**src/rtl/parking_sensor_driver_pkg.sv**
```systemverilog
// ============================================================================
// parking_pkg: command/state types and phase pattern lookup for the
// parking-lot gate sensor driver.
// Revision: 1.0 - initial release
// ============================================================================
`default_nettype none

package parking_pkg;

  typedef enum logic [1:0] {
    CAR_IN  = 2'b00,
    CAR_OUT = 2'b01,
    PED_IN  = 2'b10,
    PED_OUT = 2'b11
  } cmd_t;

  typedef enum logic [2:0] {
    IDLE = 3'd0,
    PH1  = 3'd1,
    PH2  = 3'd2,
    PH3  = 3'd3,
    GAP  = 3'd4
  } drv_state_t;

  // Cars overlap both beams in the middle phase; pedestrians clear both.
  function automatic logic [1:0] phase_pattern(input cmd_t c, input drv_state_t s);
    logic exiting;
    logic car;
    exiting = c[0];
    car     = ~c[1];
    case (s)
      PH1:     phase_pattern = exiting ? 2'b01 : 2'b10;
      PH2:     phase_pattern = car ? 2'b11 : 2'b00;
      PH3:     phase_pattern = exiting ? 2'b10 : 2'b01;
      default: phase_pattern = 2'b00;
    endcase
  endfunction

endpackage

`default_nettype wire

```
**src/rtl/parking_sensor_driver_phase_timer.sv**
```systemverilog
// ============================================================================
// phase_timer: loadable down-counter that stops at zero; zero flags expiry.
// Revision: 1.0 - initial release
// ============================================================================
`default_nettype none

module phase_timer #(
  parameter int WIDTH = 4
) (
  input  logic             clk,
  input  logic             reset,
  input  logic             load,
  input  logic [WIDTH-1:0] load_value,
  output logic             zero
);

  logic [WIDTH-1:0] count;

  always_ff @(posedge clk) begin
    if (reset) begin
      count <= '0;
    end else if (load) begin
      count <= load_value;
    end else if (count != '0) begin
      count <= count - WIDTH'(1);
    end
  end

  assign zero = (count == '0);

endmodule

`default_nettype wire

```
**src/rtl/parking_sensor_driver.sv**
```systemverilog
// ============================================================================
// parking_sensor_driver: turns queued traffic commands into timed outer/inner
// beam-blocked waveforms. Optional counters enabled by PARK_DRV_COUNT_EN.
// Revision: 1.0 - initial release
// ============================================================================
`default_nettype none

module parking_sensor_driver
  import parking_pkg::*;
#(
  parameter int HOLD_CYCLES = 50_000_000,
  parameter int GAP_CYCLES  = 25_000_000
) (
  input  logic       clk,
  input  logic       reset,
  input  logic       cmd_valid,
  input  logic [1:0] cmd,
  output logic       cmd_ready,
  output logic       outer,
  output logic       inner,
  output logic       busy,
  output logic       done
`ifdef PARK_DRV_COUNT_EN
  ,
  output logic [7:0] cars_sent,
  output logic [7:0] peds_sent
`endif
);

  localparam int MAX_CYCLES = (HOLD_CYCLES > GAP_CYCLES) ? HOLD_CYCLES : GAP_CYCLES;
  localparam int TW         = $clog2(MAX_CYCLES + 1);
  localparam logic [TW-1:0] HOLD_LOAD = TW'(HOLD_CYCLES - 1);
  localparam logic [TW-1:0] GAP_LOAD  = TW'(GAP_CYCLES - 1);

  drv_state_t    state;
  drv_state_t    next_state;
  cmd_t          cmd_q;
  cmd_t          cmd_next;
  logic          timer_load;
  logic [TW-1:0] timer_load_value;
  logic          timer_zero;
  logic          seq_complete;

  phase_timer #(
    .WIDTH(TW)
  ) u_timer (
    .clk       (clk),
    .reset     (reset),
    .load      (timer_load),
    .load_value(timer_load_value),
    .zero      (timer_zero)
  );

  always_ff @(posedge clk) begin
    if (reset) begin
      state <= IDLE;
      cmd_q <= CAR_IN;
    end else begin
      state <= next_state;
      cmd_q <= cmd_next;
    end
  end

  always_comb begin
    next_state       = state;
    cmd_next         = cmd_q;
    timer_load       = 1'b0;
    timer_load_value = HOLD_LOAD;
    seq_complete     = 1'b0;
    case (state)
      IDLE: begin
        if (cmd_valid && cmd_ready) begin
          next_state = PH1;
          cmd_next   = cmd_t'(cmd);
          timer_load = 1'b1;
        end
      end
      PH1: begin
        if (timer_zero) begin
          next_state = PH2;
          timer_load = 1'b1;
        end
      end
      PH2: begin
        if (timer_zero) begin
          next_state = PH3;
          timer_load = 1'b1;
        end
      end
      PH3: begin
        if (timer_zero) begin
          next_state       = GAP;
          timer_load       = 1'b1;
          timer_load_value = GAP_LOAD;
        end
      end
      GAP: begin
        if (timer_zero) begin
          next_state   = IDLE;
          seq_complete = 1'b1;
        end
      end
      default: next_state = IDLE;
    endcase
  end

  // Outputs are registered from the next state so they line up with the FSM.
  always_ff @(posedge clk) begin
    if (reset) begin
      outer     <= 1'b0;
      inner     <= 1'b0;
      busy      <= 1'b0;
      done      <= 1'b0;
      cmd_ready <= 1'b1;
    end else begin
      {outer, inner} <= phase_pattern(cmd_next, next_state);
      busy           <= (next_state != IDLE);
      cmd_ready      <= (next_state == IDLE);
      done           <= seq_complete;
    end
  end

`ifdef PARK_DRV_COUNT_EN
  always_ff @(posedge clk) begin
    if (reset) begin
      cars_sent <= 8'd0;
      peds_sent <= 8'd0;
    end else if (seq_complete) begin
      if (cmd_q[1]) begin
        if (peds_sent != 8'hFF) peds_sent <= peds_sent + 8'd1;
      end else begin
        if (cars_sent != 8'hFF) cars_sent <= cars_sent + 8'd1;
      end
    end
  end
`endif

endmodule

`default_nettype wire

```
**config.mk**
```make
export PLATFORM = sky130hd
export DESIGN_NAME = parking_sensor_driver
export DESIGN_NICKNAME = d
export VERILOG_FILES = /design/src/rtl/parking_sensor_driver_pkg.sv /design/src/rtl/parking_sensor_driver_phase_timer.sv /design/src/rtl/parking_sensor_driver.sv
export SDC_FILE = /design/constraint.sdc
export NUM_CORES = 1
export LEC_CHECK = 0
export CORE_UTILIZATION = 33
export CTS_CLUSTER_SIZE = 30
export DETAILED_ROUTE_END_ITERATION = 8
export PLACE_DENSITY = 0.47
export SLEW_MARGIN = 10
export SYNTH_ARGS = -nofsm -noshare
export SYNTH_HDL_FRONTEND = slang
export SYNTH_SLANG_ARGS = --single-unit
```
**constraint.sdc**
```tcl
create_clock -name clk -period 3.9 [get_ports clk]
set_clock_uncertainty 0.15 [all_clocks]
set_input_delay 0.39 -clock clk [delete_from_list [all_inputs] [get_ports clk]]
set_output_delay 0.39 -clock clk [all_outputs]
set_load 0.01 [all_outputs]
```
==> impl_metrics.csv, run 1 <==
group,metric,value,unit
sta,final.min_clock_period,3.069,ns
worst_setup_path,crit_path_leading_delay_family,"simple AND/OR/NAND/NOR gates",
floorplanning,die_y,78.59,um
logic_synthesis,synth_compound_gate_area_share,21.14,%
placement,dp_hpwl,3.380,mm
logic_synthesis,netlist_instances,222,
clock_network,tritoncts,"built",
clock_network,cts.hold.buffers_added,0,
layout,nNetsFinal,234,
logic_synthesis,post_synth_instance_area,1936,sq um
clock_network,cts_buffer_depth,2,
worst_setup_path,ordered_list_of_cells_on_the_worst_path,"inv_1 > ha_1 > or3b_2 > or3_1 > nor3_4 > a31oi_1 > or2_1",
sta,finalHoldViolations,0,
placement,dp_worst_setup_slack,0.8468,ns
clock_network,cts_made_buffers,5,
floorplanning,core-area,5574,sq um
clock_network,cts_setup_buffers,0,
worst_setup_path,timing_worst_setup_path_type,"flop to flop",
power_and_ir_drop,total_power,0.9863,mW
logic_synthesis,edff_count_synth,0,
worst_setup_path,timing.critical_path.arrival,3.10,ns
placement,io_buffers,9,
logic_synthesis,yosys.area_share.simple,26.89,%
sta,slew_viol_final,0,
clock_network,clk_pin_slew_worst_paths,0.07,ns
layout,post_route_cell_area,2140,sq um
global_routing,first_pass_grt_wire_length,8.211,mm
worst_setup_path,cell_at_the_slowest_stage_of_the_critical_path,"or3_1",
logic_synthesis,synth_mux_area_share,0.5171,%
sta,tightestPinTransition,0.9447,ns
worst_setup_path,critical_path_peak_fanout,14,
logic_synthesis,number_of_flip_flops_and_latches_in_the_synthesized_netlist,36,
placement,detailed_place.area,2062,sq um
layout,layout-area-overhead-vs-synth,10.54,%
routing,vias,1671,
worst_setup_path,timing.critical_path.from_type,"flop",
floorplanning,die_w,78.59,um
routing,postRouteAntennaNets,0,
clock_network,worstSkewPairLatency,0.29,ns
sta,fmax,0.3258,GHz
layout,drive_above_1_share,8.772,%
floorplanning,floorplan.die_area,6176,sq um
sta,setup_violations,0,
global_routing,track_usage,17.24,%
sta,rsz0062_at_grt,"false",
logic_synthesis,distinct_cell_type_count_of_the_synthesized_netlist,54,
clock_network,cts.repair.resized,0,
worst_setup_path,endpoint_kind,"flop",
logic_synthesis,postSynthNetCount,228,
sta,timing.setup.tns,0,ns
sta,fin_crit_sh,78.70,%
logic_synthesis,synth_area_per_cell,8.719,sq um
sta,timing.final.ws_setup,0.8308,ns
run,cap_violations,0,
logic_synthesis,synth_sequential_area_ratio,37.23,%
worst_setup_path,crit_path_max_incr_delay,0.63,ns
routing,drt-initial-drc-count,116,
power_and_ir_drop,vdd_ir_drop_max,194.7,uV
layout,fillCellCount,580,
routing,totalWireLength,4.751,mm
worst_setup_path,worst-path-buf-inv,1,
logic_synthesis,post_synth_xor_area_fraction,9.050,%
logic_synthesis,postSynth.asyncResetShare,0,%
clock_network,root_buffer_master,"clkbuf_8",
layout,antenna_cells,0,
logic_synthesis,ys_dominant_reg_cell,"dfxtp_1",
floorplanning,rows,27,
placement,gp_routability_congestion,0.8041,
status,outcome,"finished clean",
routing,route.detailed.wl_per_inst,15.84,um
power_and_ir_drop,total_leakage_power,0.7579,nW
global_routing,initial_antenna_violation_count,0,
sta,timing.hold.ws,0.3665,ns
global_routing,via_count_of_the_first_global_routing_pass,1601,
floorplanning,io_pins,10,
sta,slew_headroom,36.44,%
routing,detail_route.drc_violations,0,
min_path,min_path_type,"flop to flop",
global_routing,grt_max_degree,23,
logic_synthesis,synth_top_family_by_area,"simple AND/OR/NAND/NOR gates",
logic_synthesis,synth_adder_area_share,0.6464,%
worst_setup_path,required,3.93,ns
floorplanning,start_util,34.73,%
clock_network,clock-sinks,36,
routing,first_pass_iters,4,
logic_synthesis,synthesis.yosys.warnings,0,
layout,finish.utilization,38.38,%
layout,post_layout_nonfiller_instances,300,
global_routing,globalRoute.totalOverflow,0,
clock_network,h-tree-depth,2,
routing,detail_route.vias_per_cell,5.570,
power_and_ir_drop,power.density,461.0,nW/um^2
placement,place.detailed.instances,293,
==> synthesized netlist by cell type (2+ instances only) <==
library cell / instances / area share, %
clkbuf_1: 7 / 1.4
or3_1: 7 / 2.3
a21oi_1: 13 / 3.4
o41ai_1: 3 / 1.4
dfxtp_1: 36 / 37
xnor2_1: 14 / 6.3
nor2_1: 15 / 2.9
or4_1: 6 / 2.3
a211oi_1: 2 / 0.78
o31ai_1: 2 / 0.78
buf_6: 3 / 1.7
o311ai_1: 3 / 1.4
nand2b_1: 2 / 0.65
or2_2: 2 / 0.65
nor4_1: 6 / 1.9
and3_1: 5 / 1.6
o21ai_0: 9 / 2.3
o31a_1: 2 / 0.91
xor2_1: 6 / 2.7
a31oi_1: 8 / 2.6
o21a_1: 2 / 0.78
inv_1: 5 / 0.97
nand2_1: 13 / 2.5
nand4_1: 3 / 0.97
nor3_1: 13 / 3.4
nand3_1: 6 / 1.6
o311ai_0: 2 / 0.91
==> cell usage in the layout (no fill, tap or decap), types with 3 or more instances in the layout <==
cell type,instances
a31oi_1,8
or4_1,6
and3_1,5
nand3_1,6
xor2_1,6
xnor2_1,14
inv_1,5
or3_1,7
nor3_1,13
nor2_1,15
clkbuf_8,5
nand2_1,13
a21oi_1,13
dfxtp_1,36
o311ai_1,3
o41ai_1,3
nand4_1,3
clkdlybuf4s50_1,9
nor4_1,6
o21ai_0,9
==> worst paths after layout <==
path	startpoint	to	slack, ns	cells after the start
worst min-delay path	cmd_q[0]	cmd_q[0]	0.37	2
worst min register to register	cmd_q[0]	cmd_q[0]	0.37	2
worst max-delay path	u_timer.count[0]	busy	0.83	7
worst max register to register	u_timer.count[0]	busy	0.83	7
==> logic make-up after synthesis <==
kind of cell               after synthesis
DFF                                     36
and+or+nand+nor                         90
xor gates and xnor gates                20
buffers and inverters                   17
AOI/OAI and AO/OA                       57
adders and majority gates                1
muxes                                    1
==> power breakdown <==
part	internal [mW]	switching [mW]	leakage [nW]
combinational	0.110	0.168	0.420
sequential	0.411	0.0473	0.297
clock	0.121	0.129	0.0410
==> layout make-up <==
class	instances	area, sq um	area share, %
timing repair buffer	11	105.1	4.912
inverter	5	18.77	0.8772
multi-input combinational	169	1127	52.69
sequential	36	720.7	33.68
clock inverter	1	5.005	0.2339
tap	72	90.09	4.211
clock buffer	6	72.57	3.392
==> worst register-to-register path: cells and delay by family, from the launching register on <==
family          cells  cell delay [ns]
fa+ha+maj           1             0.18
compound gates      1             0.24
flops               1             0.33
simple gates        4             1.96
buf+inv             1             0.10
==> flip-flops by register name (all words and copies together), names as in the netlist <==
| register | count |
|---|---|
| u_timer.count | 26 |
| state | 3 |
| cmd_q | 2 |
| busy | 1 |
| cmd_ready | 1 |
| done | 1 |
| inner | 1 |
| outer | 1 |
==> routing by layer <==
layer / share of wire, % / vias up / track usage, %
met5: 0 / - / 0
met3: 2.6 / 7 / 4.070
met2: 42 / 17 / 24.17
met4: 1.5 / 0 / 7.037
li1: - / 845 / -
met1: 54 / 802 / 24.88
Power figures use the tool's default switching activity.
==> run 2: changes to the inputs <==
- PLACE_DENSITY: 0.47 -> 0.49
- clock period: 3.9 -> 2.75 ns (I/O delays scaled with it)
==> run 2 against run 1 <==
- sequential cell count unchanged
- power increased by 52%
- register-to-register slack got worse by 0.61 ns
- critical path depth unchanged
- sequential share of layout area decreased by 2.3 points
- first-iteration DRC count decreased by 20%
- critical endpoint is now u_timer.count[1]
- highest routed layer unchanged
==> impl_metrics.csv, run 2 (synthesis gave the netlist of run 1 again) <==
group,metric,value,unit
floorplanning,floorplan.die_area,6176,sq um
worst_setup_path,timing.critical_path.arrival,2.62,ns
layout,layout-area-overhead-vs-synth,18.81,%
global_routing,first_pass_grt_wire_length,8.038,mm
worst_setup_path,timing_worst_setup_path_type,"flop to flop",
clock_network,clk_pin_slew_worst_paths,0.07,ns
clock_network,worstSkewPairLatency,0.29,ns
sta,timing.setup.tns,0,ns
floorplanning,die_y,78.59,um
clock_network,h-tree-depth,2,
power_and_ir_drop,vdd_ir_drop_max,230.9,uV
sta,fmax,0.3958,GHz
power_and_ir_drop,seq_power_share,43.2,%
power_and_ir_drop,total_leakage_power,0.8568,nW
layout,antenna_cells,0,
layout,mostFrequentLayoutCell,"dfxtp_1",
layout,final_cell_mix,"dfxtp_1, buf_4, nor2_1",
global_routing,initial_antenna_violation_count,0,
worst_setup_path,timing.critical_path.from_type,"flop",
sta,slew_headroom,62.69,%
clock_network,cts_made_buffers,5,
global_routing,via_count_of_the_first_global_routing_pass,1618,
global_routing,grt_max_degree,15,
sta,rsz0062_at_grt,"false",
floorplanning,io_pins,10,
layout,drive_above_1_share,16.60,%
sta,timing.final.ws_setup,0.2232,ns
routing,first_pass_iters,4,
sta,slew_viol_final,0,
run,cap_violations,0,
layout,nNetsFinal,252,
sta,setup_violations,0,
sta,fin_crit_sh,91.89,%
routing,drt-initial-drc-count,93,
floorplanning,die_w,78.59,um
routing,route.detailed.wl_per_inst,15.09,um
power_and_ir_drop,power.density,652.5,nW/um^2
sta,tightestPinTransition,0.5546,ns
global_routing,globalRoute.totalOverflow,0,
clock_network,root_buffer_master,"clkbuf_8",
power_and_ir_drop,combinational_power_share,30.3,%
placement,gp_routability_congestion,0.8159,
routing,detail_route.vias_per_cell,5.395,
routing,postRouteAntennaNets,0,
clock_network,clock-sinks,36,
routing,totalWireLength,4.813,mm
routing,vias,1721,
floorplanning,rows,27,
routing,detail_route.drc_violations,0,
power_and_ir_drop,clockPowerShare,26.5,%
layout,largest_reg_flops,26,
clock_network,cts_buffer_depth,2,
sta,final.min_clock_period,2.527,ns
worst_setup_path,critical_path_peak_fanout,6,
placement,dp_hpwl,3.613,mm
sta,finalHoldViolations,0,
clock_network,tritoncts,"built",
layout,largest_registers,"u_timer.count x26, state x3, cmd_q x2",
floorplanning,start_util,34.73,%
layout,largest_register,"u_timer.count",
power_and_ir_drop,cell_internal_power_dissipation,0.9886,mW
worst_setup_path,endpoint_kind,"flop",
global_routing,track_usage,17.26,%
placement,io_buffers,9,
power_and_ir_drop,power.switching_fraction,34.12,%
floorplanning,core-area,5574,sq um
min_path,min_path_type,"flop to flop",
worst_setup_path,required,2.84,ns
placement,dp_worst_setup_slack,0.09059,ns
power_and_ir_drop,switching_power,0.5119,mW
status,outcome,"finished clean",
[run 2: area by class of cell]
cell class	instances	area, sq um
fillers	566	3274
multi-input cells	169	1137
clock inverters	2	10.01
inverters	5	18.77
flip-flops and latches	36	720.7
repair buffers	29	240.2
clock buffers	6	82.58
well taps	72	90.09
[run 2: path summary, 6_finish.rpt]
| path | depth (start not counted) | end | slack (ns) | startpoint |
|---|---|---|---|---|
| setup / recovery | 7 | u_timer.count[1] | 0.22 | u_timer.count[0] |
| hold / removal | 2 | cmd_q[1] | 0.35 | cmd_q[1] |
| setup reg to reg | 7 | u_timer.count[1] | 0.22 | u_timer.count[0] |
| hold reg to reg | 2 | cmd_q[1] | 0.35 | cmd_q[1] |
[run 2: power by group through the flow]
| stage | combinational [mW] | sequential (mW) | clock (mW) |
|---|---|---|---|
| 4_1_cts | 0.449 | 0.647 | 0.410 |
| 6_report | 0.455 | 0.648 | 0.397 |
| 3_3_place_gp | 0.452 | 0.660 | 0 |
| 5_1_grt | 0.503 | 0.656 | 0.438 |
| 2_1_floorplan | 0.319 | 0.645 | 0 |
| 3_5_place_dp | 0.446 | 0.658 | 0 |
[run 2: timing repair]
item                                    CTS  global route
hold buffers                              0             0
setup buffers                             0             1
gates resized for setup                   0             2
endpoints found under the setup margin    0            16
[run 2: worst max-delay path: stages, from the launching register on]
cell and delay [ns]:
dfxtp_1 0.33, inv_1 0.09, ha_1 0.18, or3b_2 0.46, or3_4 0.39, o41ai_4 0.46
and2b_1 0.27, o21a_1 0.14
[run 2: per-stage QoR]
step | instances | power [mW] | cell area, sq um | util, % | hold slack (ns)
detailed placement | 310 | 1.104 | 2190 | 39.28 | 0.3396
global route | 319 | 1.597 | 2300 | 41.26 | 0.3857
finish | 319 | 1.500 | 2300 | 41.26 | 0.3527
floorplan | 222 | 0.9647 | 1936 | - | 0.2610
CTS | 318 | 1.506 | 2282 | 40.94 | 0.3493
global placement | 310 | 1.112 | 2190 | 39.28 | 0.3433
[run 2: per-layer routing]
metal	up-vias	part of all wire [%]	GRT usage [%]	wire length, um
li1	883	-	-	-
met1	807	54	24.58	2589
met2	25	41	24.52	1989
met3	6	3.3	4.070	159
met4	0	1.5	7.222	74
met5	-	0	0	0
==> run 3: changes to the inputs <==
- CORE_MARGIN: unset -> 3
==> run 3 against run 2 <==
- clock power decreased by 1%
- maximum frequency increased by 0.96%
- combinational power decreased by 2%
- hold slack improved by 0.0066 ns
- first-iteration DRC count increased by 14%
- sequential cell count unchanged
- critical endpoint is now u_timer.count[15]
- via count increased by 0.12%
- global-route usage decreased by 0.79 points
- sequential share of layout area increased by 0.28 points
- die area increased by 10%
- sequential power about the same
- worst setup slack improved by 0.024 ns
==> impl_metrics.csv, run 3 (synthesis gave the netlist of run 1 again) <==
group,metric,value,unit
placement,io_buffers,9,
layout,post_layout_nonfiller_instances,316,
placement,dp_hpwl,3.592,mm
worst_setup_path,timing.critical_path.from_type,"flop",
worst_setup_path,timing.critical_path.arrival,2.53,ns
sta,slew_headroom,58.21,%
power_and_ir_drop,clockPowerShare,26.4,%
worst_setup_path,endpoint_kind,"flop",
floorplanning,core-area,5608,sq um
global_routing,grt_max_degree,15,
worst_setup_path,critical_path.reg2reg.startpoint,"u_timer.count[0]",
layout,nNetsFinal,249,
power_and_ir_drop,vdd_ir_drop_max,239.9,uV
floorplanning,floorplan.die_area,6820,sq um
floorplanning,die_y,82.59,um
sta,finalHoldViolations,0,
clock_network,clock-sinks,36,
routing,first_pass_iters,4,
placement,gp_routability_congestion,0.7401,
clock_network,worstSkewPairLatency,0.29,ns
power_and_ir_drop,cell_internal_power_dissipation,0.9831,mW
worst_setup_path,timing.reg2reg.setup_slack,0.25,ns
layout,finish.utilization,40.65,%
clock_network,root_buffer_master,"clkbuf_8",
layout,largest_registers,"u_timer.count x26, state x3, cmd_q x2",
global_routing,via_count_of_the_first_global_routing_pass,1710,
min_path,min-delay-start,"u_timer.count[10]",
clock_network,cts_made_buffers,5,
power_and_ir_drop,total_power,1.488,mW
sta,timing.setup.tns,0,ns
global_routing,globalRoute.totalOverflow,0,
routing,vias,1723,
layout,drive_above_1_share,15.16,%
layout,largest_reg_flops,26,
layout,mostFrequentLayoutCell,"dfxtp_1",
routing,totalWireLength,4.919,mm
power_and_ir_drop,power.density,652.7,nW/um^2
routing,postRouteAntennaNets,0,
clock_network,h-tree-depth,2,
sta,tightestPinTransition,0.6212,ns
worst_setup_path,timing_worst_setup_path_type,"flop to flop",
power_and_ir_drop,switching_power,0.5049,mW
power_and_ir_drop,combinational_power_share,29.9,%
layout,final_cell_mix,"dfxtp_1, buf_4, nor2_1",
routing,detail_route.vias_per_cell,5.453,
power_and_ir_drop,power.switching_fraction,33.93,%
min_path,timing.hold.worst_endpoint,"u_timer.count[10]",
power_and_ir_drop,seq_power_share,43.7,%
floorplanning,start_util,34.52,%
sta,setup_violations,0,
routing,drt-initial-drc-count,106,
sta,fin_crit_sh,91.02,%
clock_network,cts_setup_buffers,0,
power_and_ir_drop,total_leakage_power,0.8380,nW
floorplanning,die_w,82.59,um
min_path,min_path_type,"flop to flop",
global_routing,initial_antenna_violation_count,0,
sta,rsz0062_at_grt,"false",
global_routing,track_usage,16.47,%
placement,place.detailed.instances,308,
sta,fmax,0.3995,GHz
routing,route.detailed.wl_per_inst,15.57,um
worst_setup_path,required,2.78,ns
sta,final.min_clock_period,2.503,ns
layout,layout-area-overhead-vs-synth,17.78,%
run,cap_violations,0,
floorplanning,io_pins,10,
worst_setup_path,timing.reg2reg.worst_path_depth,8,
routing,detail_route.drc_violations,0,
sta,slew_viol_final,0,
floorplanning,rows,27,
layout,largest_register,"u_timer.count",
worst_setup_path,critical_path_peak_fanout,8,
worst_setup_path,reg2reg_to,"u_timer.count[15]",
clock_network,tritoncts,"built",
clock_network,cts_buffer_depth,2,
clock_network,clk_pin_slew_worst_paths,0.07,ns
min_path,min_delay_path_depth,2,
status,outcome,"finished clean",
global_routing,first_pass_grt_wire_length,8.576,mm
layout,antenna_cells,0,
[run 3: critical path: stages, from the launching register on]
cell and delay (ns):
dfxtp_1 0.33, inv_1 0.09, ha_1 0.18, or3b_2 0.46, or3_4 0.40, buf_4 0.20
o311ai_1 0.33, xor2_1 0.18, a21oi_1 0.08
[run 3: cell type report]
type	count	area [sq um]
Sequential cell	36	720.7
Timing Repair Buffer	26	217.7
Inverter	5	18.77
Multi-Input combinational cell	169	1142
Fill cell	578	3328
Tap cell	72	90.09
Clock buffer	8	90.09
[run 3: how the worst max path moves through the flow]
stage / startpoint / end / slack, ns / depth (start not counted)
2_1_floorplan: u_timer.count[0] / busy / 0.13 / 10
3_3_place_gp: u_timer.count[0] / u_timer.count[8] / 0.12 / 7
3_5_place_dp: u_timer.count[0] / u_timer.count[8] / 0.06 / 7
4_1_cts: u_timer.count[0] / u_timer.count[8] / 0.05 / 7
5_1_grt: u_timer.count[0] / u_timer.count[23] / 0.06 / 9
6_report: u_timer.count[0] / u_timer.count[15] / 0.25 / 8
[run 3: timing repair]
action | CTS | global route
hold endpoints to repair | 0 | 0
hold buffers | 0 | 0
resized for setup | 0 | 3
setup endpoints to repair | 0 | 20
[run 3: power by group through the flow]
stage               logic (mW)  registers, mW  clock network [mW]
floorplan                0.319          0.645                   0
global placement         0.438          0.661                   0
detailed placement       0.438          0.660                   0
CTS                      0.441          0.648               0.401
global route             0.499          0.662               0.420
finish                   0.445          0.651               0.392
[run 3: stage by stage]
stage,instance area [sq um],hold WS (ns),setup slack [ns]
floorplan,1936,0.2610,0.1260
global placement,2175,0.3435,0.1151
detailed placement,2175,0.3531,0.05707
CTS,2265,0.3619,0.04939
global route,2280,0.3987,0.05942
finish,2280,0.3593,0.2471
[run 3: metal layers]
metal / global-route usage [%] / vias up / wire length, um
met5: 0 / - / 0
met3: 2.711 / 8 / 110
met2: 23.80 / 24 / 2110
li1: - / 874 / -
met1: 24.52 / 817 / 2623
met4: 5.556 / 0 / 75
